`src/rtl/apb_arbiter.sv`:
```
// Round-robin arbiter that shares one downstream APB master port between NUM_REQ requesters.
// Defining APB_ARB_TIMEOUT_EN adds an ACCESS-phase watchdog and the sticky timeout_flag output.
module apb_arbiter #(
    parameter int NUM_REQ        = 2,
    parameter int ADDR_WIDTH     = 13,
    parameter int DATA_WIDTH     = 32,
    parameter int TIMEOUT_CYCLES = 256
) (
    input  logic                          PCLK,
    input  logic                          PRESET,
    input  logic [NUM_REQ-1:0]            s_PSEL,
    input  logic [NUM_REQ-1:0]            s_PENABLE,
    input  logic [NUM_REQ-1:0]            s_PWRITE,
    input  logic [NUM_REQ*ADDR_WIDTH-1:0] s_PADDR,
    input  logic [NUM_REQ*DATA_WIDTH-1:0] s_PWDATA,
    output logic [NUM_REQ-1:0]            s_PREADY,
    output logic [NUM_REQ-1:0]            s_PSLVERR,
    output logic [DATA_WIDTH-1:0]         s_PRDATA,
    output logic                          m_PSEL,
    output logic                          m_PENABLE,
    output logic                          m_PWRITE,
    output logic [ADDR_WIDTH-1:0]         m_PADDR,
    output logic [DATA_WIDTH-1:0]         m_PWDATA,
    input  logic                          m_PREADY,
    input  logic                          m_PSLVERR,
    input  logic [DATA_WIDTH-1:0]         m_PRDATA
`ifdef APB_ARB_TIMEOUT_EN
    ,
    output logic                          timeout_flag
`endif
);

    localparam int          GRANT_W = $clog2(NUM_REQ);
    localparam int unsigned NREQ_U  = NUM_REQ;

    typedef enum logic [1:0] {IDLE, SETUP, ACCESS, RESP} state_t;

    state_t               state;
    logic [GRANT_W-1:0]   grant;
    logic [GRANT_W-1:0]   last_grant;
    logic [GRANT_W-1:0]   next_grant;
    logic                 any_req;
    logic [NUM_REQ-1:0]   grant_onehot;

`ifdef APB_ARB_TIMEOUT_EN
    localparam int CNT_W = $clog2(TIMEOUT_CYCLES + 1);
    logic [CNT_W-1:0] timeout_cnt;
`endif

    // s_PENABLE is carried for requester-side protocol checking only.
    logic unused_ok;
    assign unused_ok = &{1'b0, s_PENABLE, (TIMEOUT_CYCLES != 0)};

    // Search starts one past the last grant, so the previous winner has lowest priority.
    always_comb begin
        int unsigned idx;
        logic [GRANT_W-1:0] idx_g;
        next_grant = '0;
        any_req    = 1'b0;
        idx        = 0;
        idx_g      = '0;
        for (int unsigned off = 1; off <= NREQ_U; off++) begin
            idx = 32'(last_grant) + off;
            if (idx >= NREQ_U) begin
                idx = idx - NREQ_U;
            end
            idx_g = GRANT_W'(idx);
            if (!any_req && s_PSEL[idx_g]) begin
                any_req    = 1'b1;
                next_grant = idx_g;
            end
        end
    end

    always_comb begin
        grant_onehot        = '0;
        grant_onehot[grant] = 1'b1;
    end

    always_ff @(posedge PCLK or posedge PRESET) begin
        if (PRESET) begin
            state      <= IDLE;
            grant      <= '0;
            last_grant <= GRANT_W'(NUM_REQ - 1);
            m_PSEL     <= 1'b0;
            m_PENABLE  <= 1'b0;
            m_PWRITE   <= 1'b0;
            m_PADDR    <= '0;
            m_PWDATA   <= '0;
            s_PREADY   <= '0;
            s_PSLVERR  <= '0;
            s_PRDATA   <= '0;
`ifdef APB_ARB_TIMEOUT_EN
            timeout_cnt  <= '0;
            timeout_flag <= 1'b0;
`endif
        end else begin
            case (state)
                IDLE: begin
                    if (any_req) begin
                        grant      <= next_grant;
                        last_grant <= next_grant;
                        m_PWRITE   <= s_PWRITE[next_grant];
                        m_PADDR    <= s_PADDR[next_grant*ADDR_WIDTH +: ADDR_WIDTH];
                        m_PWDATA   <= s_PWDATA[next_grant*DATA_WIDTH +: DATA_WIDTH];
                        m_PSEL     <= 1'b1;
                        state      <= SETUP;
                    end
                end
                SETUP: begin
                    m_PENABLE <= 1'b1;
                    state     <= ACCESS;
`ifdef APB_ARB_TIMEOUT_EN
                    timeout_cnt <= '0;
`endif
                end
                ACCESS: begin
                    if (m_PREADY) begin
                        m_PSEL    <= 1'b0;
                        m_PENABLE <= 1'b0;
                        s_PREADY  <= grant_onehot;
                        s_PSLVERR <= m_PSLVERR ? grant_onehot : '0;
                        s_PRDATA  <= m_PRDATA;
                        state     <= RESP;
                    end
`ifdef APB_ARB_TIMEOUT_EN
                    else begin
                        timeout_cnt <= timeout_cnt + 1'b1;
                        // The cycle that brings the count to the limit closes the transfer as an error.
                        if ((timeout_cnt + 1'b1) == CNT_W'(TIMEOUT_CYCLES)) begin
                            m_PSEL       <= 1'b0;
                            m_PENABLE    <= 1'b0;
                            s_PREADY     <= grant_onehot;
                            s_PSLVERR    <= grant_onehot;
                            s_PRDATA     <= '0;
                            timeout_flag <= 1'b1;
                            state        <= RESP;
                        end
                    end
`endif
                end
                RESP: begin
                    s_PREADY  <= '0;
                    s_PSLVERR <= '0;
                    state     <= IDLE;
                end
                default: begin
                    state <= IDLE;
                end
            endcase
        end
    end

endmodule

```
`config.mk`:
```
export PLATFORM = sky130hd
export DESIGN_NAME = apb_arbiter
export DESIGN_NICKNAME = d
export VERILOG_FILES = /design/src/rtl/apb_arbiter.sv
export SDC_FILE = /design/constraint.sdc
export NUM_CORES = 1
export LEC_CHECK = 0
export CAP_MARGIN = 20
export CORE_MARGIN = 1.5
export CORE_UTILIZATION = 35
export CTS_BUF_LIST = sky130_fd_sc_hd__clkbuf_16
export CTS_CLUSTER_DIAMETER = 60
export CTS_CLUSTER_SIZE = 12
export DETAILED_ROUTE_END_ITERATION = 12
export HOLD_SLACK_MARGIN = 0.12
export PLACE_DENSITY = 0.75
export REMOVE_ABC_BUFFERS = 1
export SETUP_SLACK_MARGIN = 0.02
export SYNTH_ARGS = -nofsm -noshare
export SYNTH_HDL_FRONTEND = slang
export SYNTH_SLANG_ARGS = --single-unit
```
`constraint.sdc`:
```
create_clock -name PCLK -period 4.8 [get_ports PCLK]
set_clock_uncertainty 0.05 [all_clocks]
set_input_delay 1.2 -clock PCLK [delete_from_list [all_inputs] [get_ports PCLK]]
set_output_delay 1.2 -clock PCLK [all_outputs]
set_load 0.005 [all_outputs]
```
After elaboration in Yosys (flattened, before gate mapping)

Index checks and enable logic that the tools add are counted.
Widths: inputs -> output; s select.

ROM bits: 0
Input bits: 132
Output and inout bits: 84
Register bits: 88
RAM bits: 0
Latch bits: 0
Memories: 0

Eq/ne operators: 5
Div/mod/pow operators: 0
Muxes and demuxes: 26
Shift-type cells: 2
$add $sub $neg: 4
Reduce and logical (&&, ||, !) cells: 13
Bitwise operators: 0
Magnitude comparators: 7
$mul: 1

Operators with widths:

| kind                | count |
|---|---|
| $shiftx 64x7->32    | 1 |
| $shiftx 26x6->13    | 1 |
| $mux 1              | 15 |
| $mux 2              | 5 |
| $reduce_and 2->1    | 5 |
| $lt 1x2->1 const B  | 4 |
| $pmux 2 s2          | 2 |
| $pmux 2 s4          | 1 |
| $reduce_bool 2->1   | 3 |
| $mul 1x4->5 const B | 1 |
| $eq 2x2->1 const B  | 2 |
| $ne 2x2->1 const B  | 2 |
| $pmux 1 s2          | 2 |
| $add 1x2->3 const B | 1 |
| $ge 3x2->1 const B  | 1 |
| $reduce_and 3->1    | 1 |
| $add 1x1->2 const B | 1 |
| $eq 2x1->1 const B  | 1 |
| $ge 2x2->1 const B  | 1 |
| $logic_and 1x1->1   | 2 |
| $logic_not 2->1     | 1 |
| $sub 1x1->1 const B | 2 |
| $demux 1 s1         | 1 |
| $ge 1x1->1 const B  | 1 |
| $logic_not 1->1     | 1 |

Depth between registers and ports, before layout

Gate-level depths: netlist of the first run.

Depth after elaboration: 11
Depth in mapped cells: 7
Depth with buffers taken out: 5

Least setup slack after synthesis of the first run

OpenSTA, ideal clock, no wires.

Kind: input -> register
From: in m_PREADY
To: reg s_PRDATA[0]
Cell stages on the path: 3
Library setup time: 125 ps
Required time: 4,625 ps
Slack: 2,773 ps
Arrival: 1,853 ps
Path through: nand2_2 > buf_2 > mux2_2

Cells in the longest elaborated chain, start to end: 1

Ends and longest elaborated chain:

| element                    | RTL line | RTL |
|---|---|---|
| start, declared            | 24       | `input logic m_PREADY,` |
| $reduce_and 2->1 (no line) | -        |  |
| end signal, assigned       | 123      | `s_PRDATA <= m_PRDATA;` |
| end, declared              | 18       | `output logic [DATA_WIDTH-1:0] s_PRDATA,` |

Every way passes these cells.
A chain may end at the register's enable or synchronous reset.

Worst setup path after layout of the first run

From: in s_PSEL[1]
To: reg m_PWDATA[4]

Cells in the longest elaborated chain, start to end: 7
Elaborated cells between the ends (all ways): 12
Those cells by class: 1 x shift; 8 x mux; 3 x reduce/logical

Ends and longest elaborated chain:

| element                                                     | RTL line | RTL |
|---|---|---|
| start, declared                                             | 11       | `input logic [NUM_REQ-1:0] s_PSEL,` |
| $mux 1 (not written as such) (2 in series)                  | 68       | `if (!any_req && s_PSEL[idx_g]) begin` |
| $mux 1                                                      | 68       |  |
| $logic_not 1->1                                             | 68       |  |
| $logic_and 1x1->1                                           | 68       |  |
| $mux 1                                                      | 68       |  |
| $shiftx 64x7->32 / $reduce_and 2->1 (equally long branches) | -        |  |
| end signal, assigned                                        | 105      | `m_PWDATA <= s_PWDATA[next_grant*DATA_WIDTH +: DATA_WIDTH];` |
| end, declared                                               | 23       | `output logic [DATA_WIDTH-1:0] m_PWDATA,` |

Parallel ways exist; a longest one is shown, timed or not. The select of a mux whose other input is x is not followed.

==> results of run 1 <==
-- how the worst max path moves through the flow --
stage	startpoint	to	slack, ns	depth (start not counted)
global route	s_PSEL[1]	m_PADDR[6]	1.72	5
global placement	s_PSEL[1]	m_PADDR[10]	1.53	5
CTS	s_PSEL[1]	m_PWDATA[4]	1.80	5
finish	s_PSEL[1]	m_PWDATA[4]	1.79	5
floorplan	PRESET	grant	1.27	1
detailed placement	s_PSEL[1]	m_PWDATA[4]	1.45	5
-- power by group through the flow --
| stage | combinational (W) | clock, W | sequential [W] |
|---|---|---|---|
| after CTS | 0.00176 | 0.000766 | 0.00133 |
| after floorplan | 0.000685 | 0 | 0.00135 |
| after detailed placement | 0.00175 | 0 | 0.00134 |
| final | 0.00174 | 0.000750 | 0.00133 |
| after global placement | 0.00171 | 0 | 0.00131 |
| after global routing | 0.00188 | 0.000802 | 0.00138 |
-- area by class of cell --
| class | count | area (µm²) |
|---|---|---|
| multi-input combinational | 253 | 1450 |
| sequential | 88 | 2203 |
| clock buffer | 9 | 225.2 |
| fill | 849 | 4091 |
| timing repair buffer | 217 | 2162 |
| clock inverter | 7 | 93.84 |
| inverter | 5 | 20.02 |
| tap | 136 | 170.2 |
-- Yosys cell counts --
library cell / number
a21oi_1: 95
dfrtp_1: 87
nand2_1: 50
nor2_1: 50
mux2_2: 33
buf_2: 16
buf_4: 6
ha_1: 5
inv_1: 5
o21ai_0: 5
clkbuf_1: 2
a21bo_2: 1
a21boi_2: 1
a22o_1: 1
a2bb2oi_1: 1
a31oi_1: 1
and3_1: 1
dfstp_2: 1
mux2i_1: 1
nand2_2: 1
nor2b_1: 1
nor3b_1: 1
o21a_1: 1
o21ai_1: 1
o22ai_1: 1
o32a_1: 1
or4b_1: 1
-- stage by stage --
stage | utilization (%) | instance area [µm²] | setup slack [ns] | std cells
floorplan | - | 3652 | 1.273 | 346
global placement | 57.66 | 6006 | 1.534 | 699
detailed placement | 57.66 | 6006 | 1.455 | 699
CTS | 60.72 | 6325 | 1.799 | 715
global route | 60.72 | 6325 | 1.718 | 715
finish | 60.72 | 6325 | 1.788 | 715
-- flip-flops by register name, indices dropped and copies added, names as in the netlist --
| name | cells |
|---|---|
| state | 2 |
| m_PWDATA | 32 |
| s_PREADY | 2 |
| m_PSEL | 1 |
| last_grant | 1 |
| m_PWRITE | 1 |
| s_PSLVERR | 2 |
| s_PRDATA | 32 |
| m_PENABLE | 1 |
| grant | 1 |
| m_PADDR | 13 |
-- layer usage --
metal	global-route usage, %	routed length (µm)	part of all wire, %	up-vias
met3	5.228	755	6.6	18
met2	34.11	5860	51	142
li1	-	-	-	1656
met4	6.000	260	2.3	0
met5	0	0	0	-
met1	23.68	4522	40	1729
-- logic make-up (layout without fill, tap and decap cells) --
| family | after synthesis | after routing | share of synthesized area [%] |
|---|---|---|---|
| mux | 34 | 34 | 10.08 |
| buf+inv | 29 | 238 | 4.000 |
| fa+ha+maj | 5 | 5 | 1.653 |
| flops | 88 | 88 | 58.22 |
| simple gates | 105 | 105 | 10.88 |
| compound gates | 109 | 109 | 15.17 |
==> summary.md, run 1 <==
| Metric | Value |
|---|---|
| Crit-path max FO | 25 |
| Synthesized area | 3785 µm² |
| Syn Inst Count | 370 |
| Die ar. | 11450 µm² |
| Commonest cells after routing, fill and taps aside | clkdlybuf4s50_1 (213), a21oi_1 (95), dfrtp_1 (87) |
| Layout area overhead | 67.11% |
| Synth top area share | 57.52% |
| Comb power frac | 45.5% |
| DRC violations left | 0 |
| Switching Power | 0.001193 W |
| Max stage delay cell, worst path | a21boi_4 |
| P_int | 0.002619 W |
| Leak | 2.672 nW |
| Diode count | 0 |
| Total track usage | 19.61% |
| Minimum clock period | 3.012 ns |
| Layout Nets | 711 |
| Clock root buffer | clkbuf_16 |
| Worst R2R Setup Slack | 2.58 ns |
| CTS Buf Count | 9 |
| First-pass GRT wire length | 17520 µm |
| Seq pwr share | 34.8% |
| Largest area contributor in the netlist | dfrtp_1 |
| GP Congestion | 0.7605 |
| Drt total wl | 11400 µm |
| Dpl hpwl | 8112 µm |
| Seq/Total Area, Yosys | 58.21% |
| Status | complete, no violations |
| RR Endpoint | s_PSLVERR[0] |
| Commonest non-fill, non-tap cell in the layout | clkdlybuf4s50_1 |
| Row cnt | 37 |
| Cell family contributing the most delay on the critical path | buffers and inverters |
| Synth warnings | 0 |
| Core ar. | 10420 µm² |
| Peak VDD IR | 0.0003085 V |
| CTS tree | done |
| Min-delay worst type | flip-flop to flip-flop |
| Critical path class | input pin to flip-flop |
| Max clock buf depth | 2 |
| Die W | 107.0 µm |
| Sw Share | 31.30% |
| Setup Buffers After CTS | 0 |
| FF-to-FF path depth | 5 |
| Slew @ Worst Pin | 0.9767 ns |
| Final setup violation count | 0 |
| # IOs | 216 |
| Worst Hold Endpoint | s_PRDATA[17] |
| Critical Path AT | 3.20 ns |
| Worst Setup End Kind | flip-flop |
| Max-cap viol count | 0 |
| CTS Hold Buffers Added | 0 |
| Vias per cell | 4.958 |
| Vias in the first global route | 3478 |
| Initial antenna violation count | 0 |
| Clock share of power | 19.7% |
| Initial DRC Count | 155 |
| CP bufs+invs | 2 |
| Worst r2r src | state[0] |
| Initial Utilization | 36.34% |
| Resize count post-CTS | 0 |
| Ranking of synthesized cells by area | dfrtp_1 (58%), a21oi_1 (13%), mux2_2 (9.8%) |
| Hold Crit Start | s_PRDATA[17] |
| Netlist cell types | 27 |
| Synthesized area per cell | 10.23 µm² |
| Final Max Slew Viols | 0 |
| Hold Slack | 0.4528 ns |
| Synthesized flop and latch total | 88 |
| Worst Hold Depth | 1 |
| Reg clk slew, reported paths | 0.07 ns |
| Max Freq | 332.1 MHz |
| Wire per inst | 15.94 µm |
| Worst slew margin | 34.89% |
| Largest net degree at the start of global routing | 48 |
| CP startpoint kind | input pin |
| Pwr Density | 602.8 nW/µm² |
| Detail Route Antenna Nets | 0 |
| Final hold vios | 0 |
| RSZ-0062 raised after global routing | false |
| Req. time, crit path | 4.99 ns |
| Most used cell, CP | a21oi_1 |
| Clk Latency, worst-skew pair | 0.32 ns |
| Die H | 107.0 µm |
| Pwr Total | 0.003813 W |
| TNS Setup | 0 ns |
| Clk sinks | 88 |
| Crit-path cells | clkdlybuf4s50_1 -> a21boi_4 -> buf_4 -> a21oi_1 -> a21oi_1 |
| Drt first pass iters | 5 |
| Worst path max stage delay | 0.69 ns |
| DR vias | 3545 |
| Port buffer count | 213 |
| Crit share post-route | 62.74% |
| Gr ovfl total | 0 |
| H-Tree Depth | 3 |
| Layout cell share with drive strength beyond 1 | 10.19% |
Note: power is estimated with default switching activity, not from simulation.
==> run 2: changes to the inputs <==
==> constraint.sdc (replaced) <==
create_clock -name PCLK -period 2.9 [get_ports PCLK]
set_clock_uncertainty 0.05 [all_clocks]
set_input_delay 0.725 -clock PCLK [delete_from_list [all_inputs] [get_ports PCLK]]
set_output_delay 0.725 -clock PCLK [all_outputs]
set_load 0.005 [all_outputs]
==> summary.md, run 2 (synthesis gave the netlist of run 1 again) <==
| Metric | Value |
|---|---|
| Status | complete, no violations (unchanged) |
| DR vias | 3511 (was 3545) |
| TNS Setup | 0 ns (unchanged) |
| Vias per cell | 4.876 (was 4.958) |
| Resize count post-CTS | 0 (unchanged) |
| DRC violations left | 0 (unchanged) |
| Fillcell total | 899 (was 849) |
| Setup ws final | 0.8397 ns (was 1.788 ns) |
| Worst r2r src | state[0] (unchanged) |
| Max clock buf depth | 2 (unchanged) |
| Fin util | 60.97% (was 60.72%) |
| Cell family contributing the most delay on the critical path | buffers and inverters (unchanged) |
| Diode count | 0 (unchanged) |
| Layout Nets | 716 (was 711) |
| Final hold vios | 0 (unchanged) |
| Initial Utilization | 36.34% (unchanged) |
| Peak VDD IR | 0.0005062 V (was 0.0003085 V) |
| H-Tree Depth | 3 (unchanged) |
| DP Worst Slack | 0.4903 ns (was 1.455 ns) |
| Clock root buffer | clkbuf_16 (unchanged) |
| Row cnt | 37 (unchanged) |
| CTS Hold Buffers Added | 0 (unchanged) |
| Reg area | 2203 µm² (unchanged) |
| Crit share post-route | 71.04% |
| Area of the multi-input gates | 1450 µm² (unchanged) |
| Wire per inst | 15.67 µm (was 15.94 µm) |
| Largest regs | m_PWDATA x32, s_PRDATA x32, m_PADDR x13 (unchanged) |
| Clk Latency, worst-skew pair | 0.33 ns (was 0.32 ns) |
| Switching Power | 0.001947 W (was 0.001193 W) |
| Die W | 107.0 µm (unchanged) |
| Min-delay worst type | flip-flop to flip-flop (unchanged) |
| Drt first pass iters | 4 (was 5) |
| Initial antenna violation count | 0 (unchanged) |
| Commonest non-fill, non-tap cell in the layout | clkdlybuf4s50_1 (unchanged) |
| Crit-path max FO | 36 (was 25) |
| Largest net degree at the start of global routing | 48 (unchanged) |
| Critical Path AT | 2.25 ns (was 3.20 ns) |
| P_int | 0.004195 W (was 0.002619 W) |
| Vias in the first global route | 3590 (was 3478) |
| Drt total wl | 11280 µm (was 11400 µm) |
| Total track usage | 19.98% (was 19.61%) |
| Slew @ Worst Pin | 0.4107 ns (was 0.9767 ns) |
| Layout area overhead | 67.80% (was 67.11%) |
| Hold Slack | 0.4542 ns (was 0.4528 ns) |
| Setup Buffers After CTS | 0 (unchanged) |
| Dpl hpwl | 8287 µm (was 8112 µm) |
| Crit-path cells | clkdlybuf4s50_1 -> a21bo_2 -> buf_12 -> nand2_1 -> a21oi_1 (was clkdlybuf4s50_1 -> a21boi_4 -> buf_4 -> a21oi_1 -> a21oi_1) |
| Req. time, crit path | 3.09 ns (was 4.99 ns) |
| Seq pwr share | 35.7% (was 34.8%) |
| Final Max Slew Viols | 0 (unchanged) |
| Reg clk slew, reported paths | 0.06 ns (was 0.07 ns) |
| Gr ovfl total | 0 (unchanged) |
| Minimum clock period | 2.060 ns |
| Leak | 2.698 nW (was 2.672 nW) |
| CP startpoint kind | input pin (unchanged) |
| CP bufs+invs | 2 (unchanged) |
| RSZ-0062 raised after global routing | false (unchanged) |
| # IOs | 216 (unchanged) |
| Critical path class | input pin to flip-flop (unchanged) |
| Die ar. | 11450 µm² (unchanged) |
| Commonest cells after routing, fill and taps aside | clkdlybuf4s50_1 (213), a21oi_1 (95), dfrtp_1 (87) (unchanged) |
| Max-cap viol count | 0 (unchanged) |
| Critical Path Start | s_PSEL[0] (was s_PSEL[1]) |
| Worst slew margin | 72.59% (was 34.89%) |
| Initial DRC Count | 125 (was 155) |
| Comb power frac | 47.6% (was 45.5%) |
| Final setup violation count | 0 (unchanged) |
| Hold Crit Start | s_PRDATA[4] (was s_PRDATA[17]) |
| GP Congestion | 0.7913 (was 0.7605) |
| Sw Share | 31.69% (was 31.30%) |
| Core ar. | 10420 µm² (unchanged) |
| Worst Setup End Kind | flip-flop (unchanged) |
| Detail Route Antenna Nets | 0 (unchanged) |
| CTS tree | done (unchanged) |
| Pwr Density | 967.1 nW/µm² (was 602.8 nW/µm²) |
| First-pass GRT wire length | 17840 µm (was 17520 µm) |
| CTS Buf Count | 9 (unchanged) |
| Layout cell share with drive strength beyond 1 | 10.45% (was 10.19%) |
| Die H | 107.0 µm (unchanged) |
| Worst path max stage delay | 0.66 ns (was 0.69 ns) |
| Max stage delay cell, worst path | clkdlybuf4s50_1 (was a21boi_4) |
| Clk sinks | 88 (unchanged) |
| Clock share of power | 16.7% (was 19.7%) |
| Max Freq | 485.4 MHz |
| Port buffer count | 213 (unchanged) |
[run 2: changes by cell type in the layout (fill, tap and decap cells not counted), sizes merged]
cell,previous run,this run
bufinv,2,0
inv,5,7
buf,4,9
[run 2: metal layers]
layer / track usage, % / vias up / share of wire (%)
met2: 34.71 / 126 / 52
met1: 23.30 / 1695 / 39
met3: 4.620 / 22 / 6.2
met4: 9.333 / 0 / 2.7
li1: - / 1668 / -
met5: 0 / - / 0
[run 2: cell type report]
class,count,share of cell area (%)
well taps,136,2.679
flip-flops and latches,88,34.69
clock inverters,7,0.5122
clock buffers,9,3.546
multi-input cells,253,22.83
inverters,5,0.3152
repair buffers,222,35.42
[run 2: power by group through the flow]
stage	Combinational, W	Sequential, W	Clock, W
6_report	0.00292	0.00220	0.00102
5_1_grt	0.00319	0.00227	0.00110
4_1_cts	0.00296	0.00220	0.00105
3_5_place_dp	0.00294	0.00222	0
3_3_place_gp	0.00288	0.00218	0
2_1_floorplan	0.00113	0.00224	0
[run 2: through the flow]
step                      std cells  area [µm²]  total power (W)
after global routing            720        6351         0.006566
after detailed placement        704        6093         0.005160
after floorplan                 346        3652         0.003372
after CTS                       720        6351         0.006206
after global placement          704        6093         0.005056
final                           720        6351         0.006142
[run 2: worst reg2reg max path: stages, from the launching register on]
cell and delay [ns]:
dfrtp_1 0.39, inv_1 0.10, ha_1 0.31, nand2_2 0.12, buf_4 0.38, mux2_2 0.40
[run 2: path summary, 6_finish.rpt]
check	to	slack, ns	depth (start not counted)
worst max-delay path	m_PWDATA[12]	0.84	5
worst min-delay path	s_PRDATA[4]	0.45	1
worst max register to register	s_PRDATA[19]	1.03	5
worst min register to register	s_PRDATA[4]	0.45	1
max in group asynchronous	last_grant	1.56	3
min in group asynchronous	s_PRDATA[24]	0.65	2
==> run 3: changes to the inputs <==
==> constraint.sdc (replaced) <==
create_clock -name PCLK -period 2.1 [get_ports PCLK]
set_clock_uncertainty 0.05 [all_clocks]
set_input_delay 0.525 -clock PCLK [delete_from_list [all_inputs] [get_ports PCLK]]
set_output_delay 0.525 -clock PCLK [all_outputs]
set_load 0.005 [all_outputs]
==> summary.md, run 3 (synthesis gave the netlist of run 1 again) <==
| Metric | Value |
|---|---|
| Status | complete, no violations (unchanged) |
| Fillcell total | 857 (was 899) |
| Leak | 2.747 nW (was 2.698 nW) |
| Peak VDD IR | 0.0006601 V (was 0.0005062 V) |
| Clk Latency, worst-skew pair | 0.33 ns (about the same) |
| Pwr Density | 1368 nW/µm² (was 967.1 nW/µm²) |
| Reg clk slew, reported paths | 0.06 ns (about the same) |
| Slew @ Worst Pin | 0.4931 ns (was 0.4107 ns) |
| Largest net degree at the start of global routing | 51 (was 48) |
| Initial antenna violation count | 0 (unchanged) |
| Max clock buf depth | 2 (unchanged) |
| Worst path max stage delay | 0.54 ns (was 0.66 ns) |
| Post-route non-filler standard cell count | 724 (was 720) |
| # IOs | 216 (unchanged) |
| RSZ-0062 raised after global routing | false (unchanged) |
| Die W | 107.0 µm (unchanged) |
| Clock root buffer | clkbuf_16 (unchanged) |
| Wire per inst | 15.72 µm (was 15.67 µm) |
| Crit-path max FO | 2 (was 36) |
| Row cnt | 37 (unchanged) |
| Worst Setup End Kind | output port (was flip-flop) |
| Port buffer count | 213 (unchanged) |
| Die H | 107.0 µm (unchanged) |
| DRC violations left | 0 (unchanged) |
| Drt total wl | 11380 µm (was 11280 µm) |
| Core ar. | 10420 µm² (unchanged) |
| Critical Path AT | 1.24 ns (was 2.25 ns) |
| Initial Utilization | 36.34% (unchanged) |
| Design Area, Final | 6472 µm² (was 6351 µm²) |
| Resize count post-CTS | 0 (unchanged) |
| Worst r2r src | state[0] (unchanged) |
| First-pass GRT wire length | 18020 µm (was 17840 µm) |
| CP startpoint kind | flip-flop (was input pin) |
| Max-cap viol count | 0 (unchanged) |
| Critical path class | flip-flop to output port (was input pin to flip-flop) |
| Hold Crit Start | s_PRDATA[17] (was s_PRDATA[4]) |
| Placed Instances | 708 (was 704) |
| Largest regs | m_PWDATA x32, s_PRDATA x32, m_PADDR x13 (unchanged) |
| Commonest cells after routing, fill and taps aside | clkdlybuf4s50_1 (213), a21oi_1 (95), dfrtp_1 (87) (unchanged) |
| CTS Hold Buffers Added | 0 (unchanged) |
| Critical Path Start | m_PADDR[0] (was s_PSEL[0]) |
| CTS tree | done (unchanged) |
| Layout Nets | 720 (was 716) |
| Max stage delay cell, worst path | clkdlybuf4s50_1 (unchanged) |
| Setup Buffers After CTS | 0 (unchanged) |
| Total track usage | 20.19% (was 19.98%) |
| Vias in the first global route | 3698 (was 3590) |
| Crit-path cells | clkdlybuf4s50_1 (was clkdlybuf4s50_1 -> a21bo_2 -> buf_12 -> nand2_1 -> a21oi_1) |
| Gr ovfl total | 0 (unchanged) |
| Clk sinks | 88 (unchanged) |
| CTS Buf Count | 9 (unchanged) |
| Req. time, crit path | 1.52 ns (was 3.09 ns) |
| DR vias | 3551 (was 3511) |
| GP Congestion | 0.7630 (was 0.7913) |
| TNS Setup | 0 ns (unchanged) |
| Min-delay worst type | flip-flop to flip-flop (unchanged) |
| Fin util | 62.14% (was 60.97%) |
| Crit share post-route | 86.66% |
| Detail Route Antenna Nets | 0 (unchanged) |
| Commonest non-fill, non-tap cell in the layout | clkdlybuf4s50_1 (unchanged) |
| Layout cell share with drive strength beyond 1 | 11.56% (was 10.45%) |
| Layout area overhead | 71.01% (was 67.80%) |
| Vias per cell | 4.905 (was 4.876) |
| Cell family contributing the most delay on the critical path | buffers and inverters (unchanged) |
| CP bufs+invs | 1 (was 2) |
| Final hold vios | 0 (unchanged) |
| Die ar. | 11450 µm² (unchanged) |
| Initial DRC Count | 183 (was 125) |
| Dpl hpwl | 8383 µm (was 8287 µm) |
| Max Freq | 549.5 MHz |
| H-Tree Depth | 3 (unchanged) |
| Drt first pass iters | 4 (unchanged) |
| Hold Slack | 0.4533 ns (was 0.4542 ns) |
| Final setup violation count | 0 (unchanged) |
| Post-DP Area | 6161 µm² (was 6093 µm²) |
| Final Max Slew Viols | 0 (unchanged) |
| Worst slew margin | 67.12% (was 72.59%) |
| Minimum clock period | 1.820 ns |
| Diode count | 0 (unchanged) |
==> run 3: layer usage <==
metal,GRT usage [%],share of wire [%],vias to the layer above
li1,-,-,1682
met5,0,0,-
met3,5.167,5.5,23
met1,23.58,39,1715
met2,35.35,53,131
met4,8.000,2.6,0
==> run 3: area by class of cell <==
| class | count | area [µm²] | area share, % |
|---|---|---|---|
| Multi-Input combinational cell | 253 | 1450 | 22.40 |
| Inverter | 5 | 20.02 | 0.3093 |
| Tap cell | 136 | 170.2 | 2.629 |
| Timing Repair Buffer | 226 | 2317 | 35.80 |
| Clock buffer | 9 | 225.2 | 3.480 |
| Clock inverter | 7 | 86.33 | 1.334 |
| Sequential cell | 88 | 2203 | 34.04 |
==> run 3: power by group <==
part / leakage, nW / total, W / internal (W) / switching [W]
Clock: 0.153 / 0.00168 / 0.00103 / 0.000646
Combinational: 1.58 / 0.00415 / 0.00252 / 0.00162
Sequential: 1.01 / 0.00303 / 0.00257 / 0.000463
Total: 2.75 / 0.00886 / 0.00612 / 0.00273
==> run 3: through the flow <==
| step | setup slack [ns] | power (W) |
|---|---|---|
| after floorplan | -0.7519 | 0.004657 |
| final | 0.2801 | 0.008856 |
| after global routing | 0.2497 | 0.009463 |
| after CTS | 0.2669 | 0.008962 |
| after detailed placement | 0.06991 | 0.007234 |
| after global placement | 0.1212 | 0.007077 |
==> run 3: path summary, 6_finish.rpt <==
kind	to	slack (ns)	cells past startpoint
worst max-delay path	m_PADDR[0]	0.28	1
worst min-delay path	s_PRDATA[17]	0.45	1
worst min register to register	s_PRDATA[17]	0.45	1
worst max register to register	s_PRDATA[6]	0.40	5
min in group asynchronous	s_PRDATA[10]	0.51	3
max in group asynchronous	m_PWDATA[23]	1.04	3
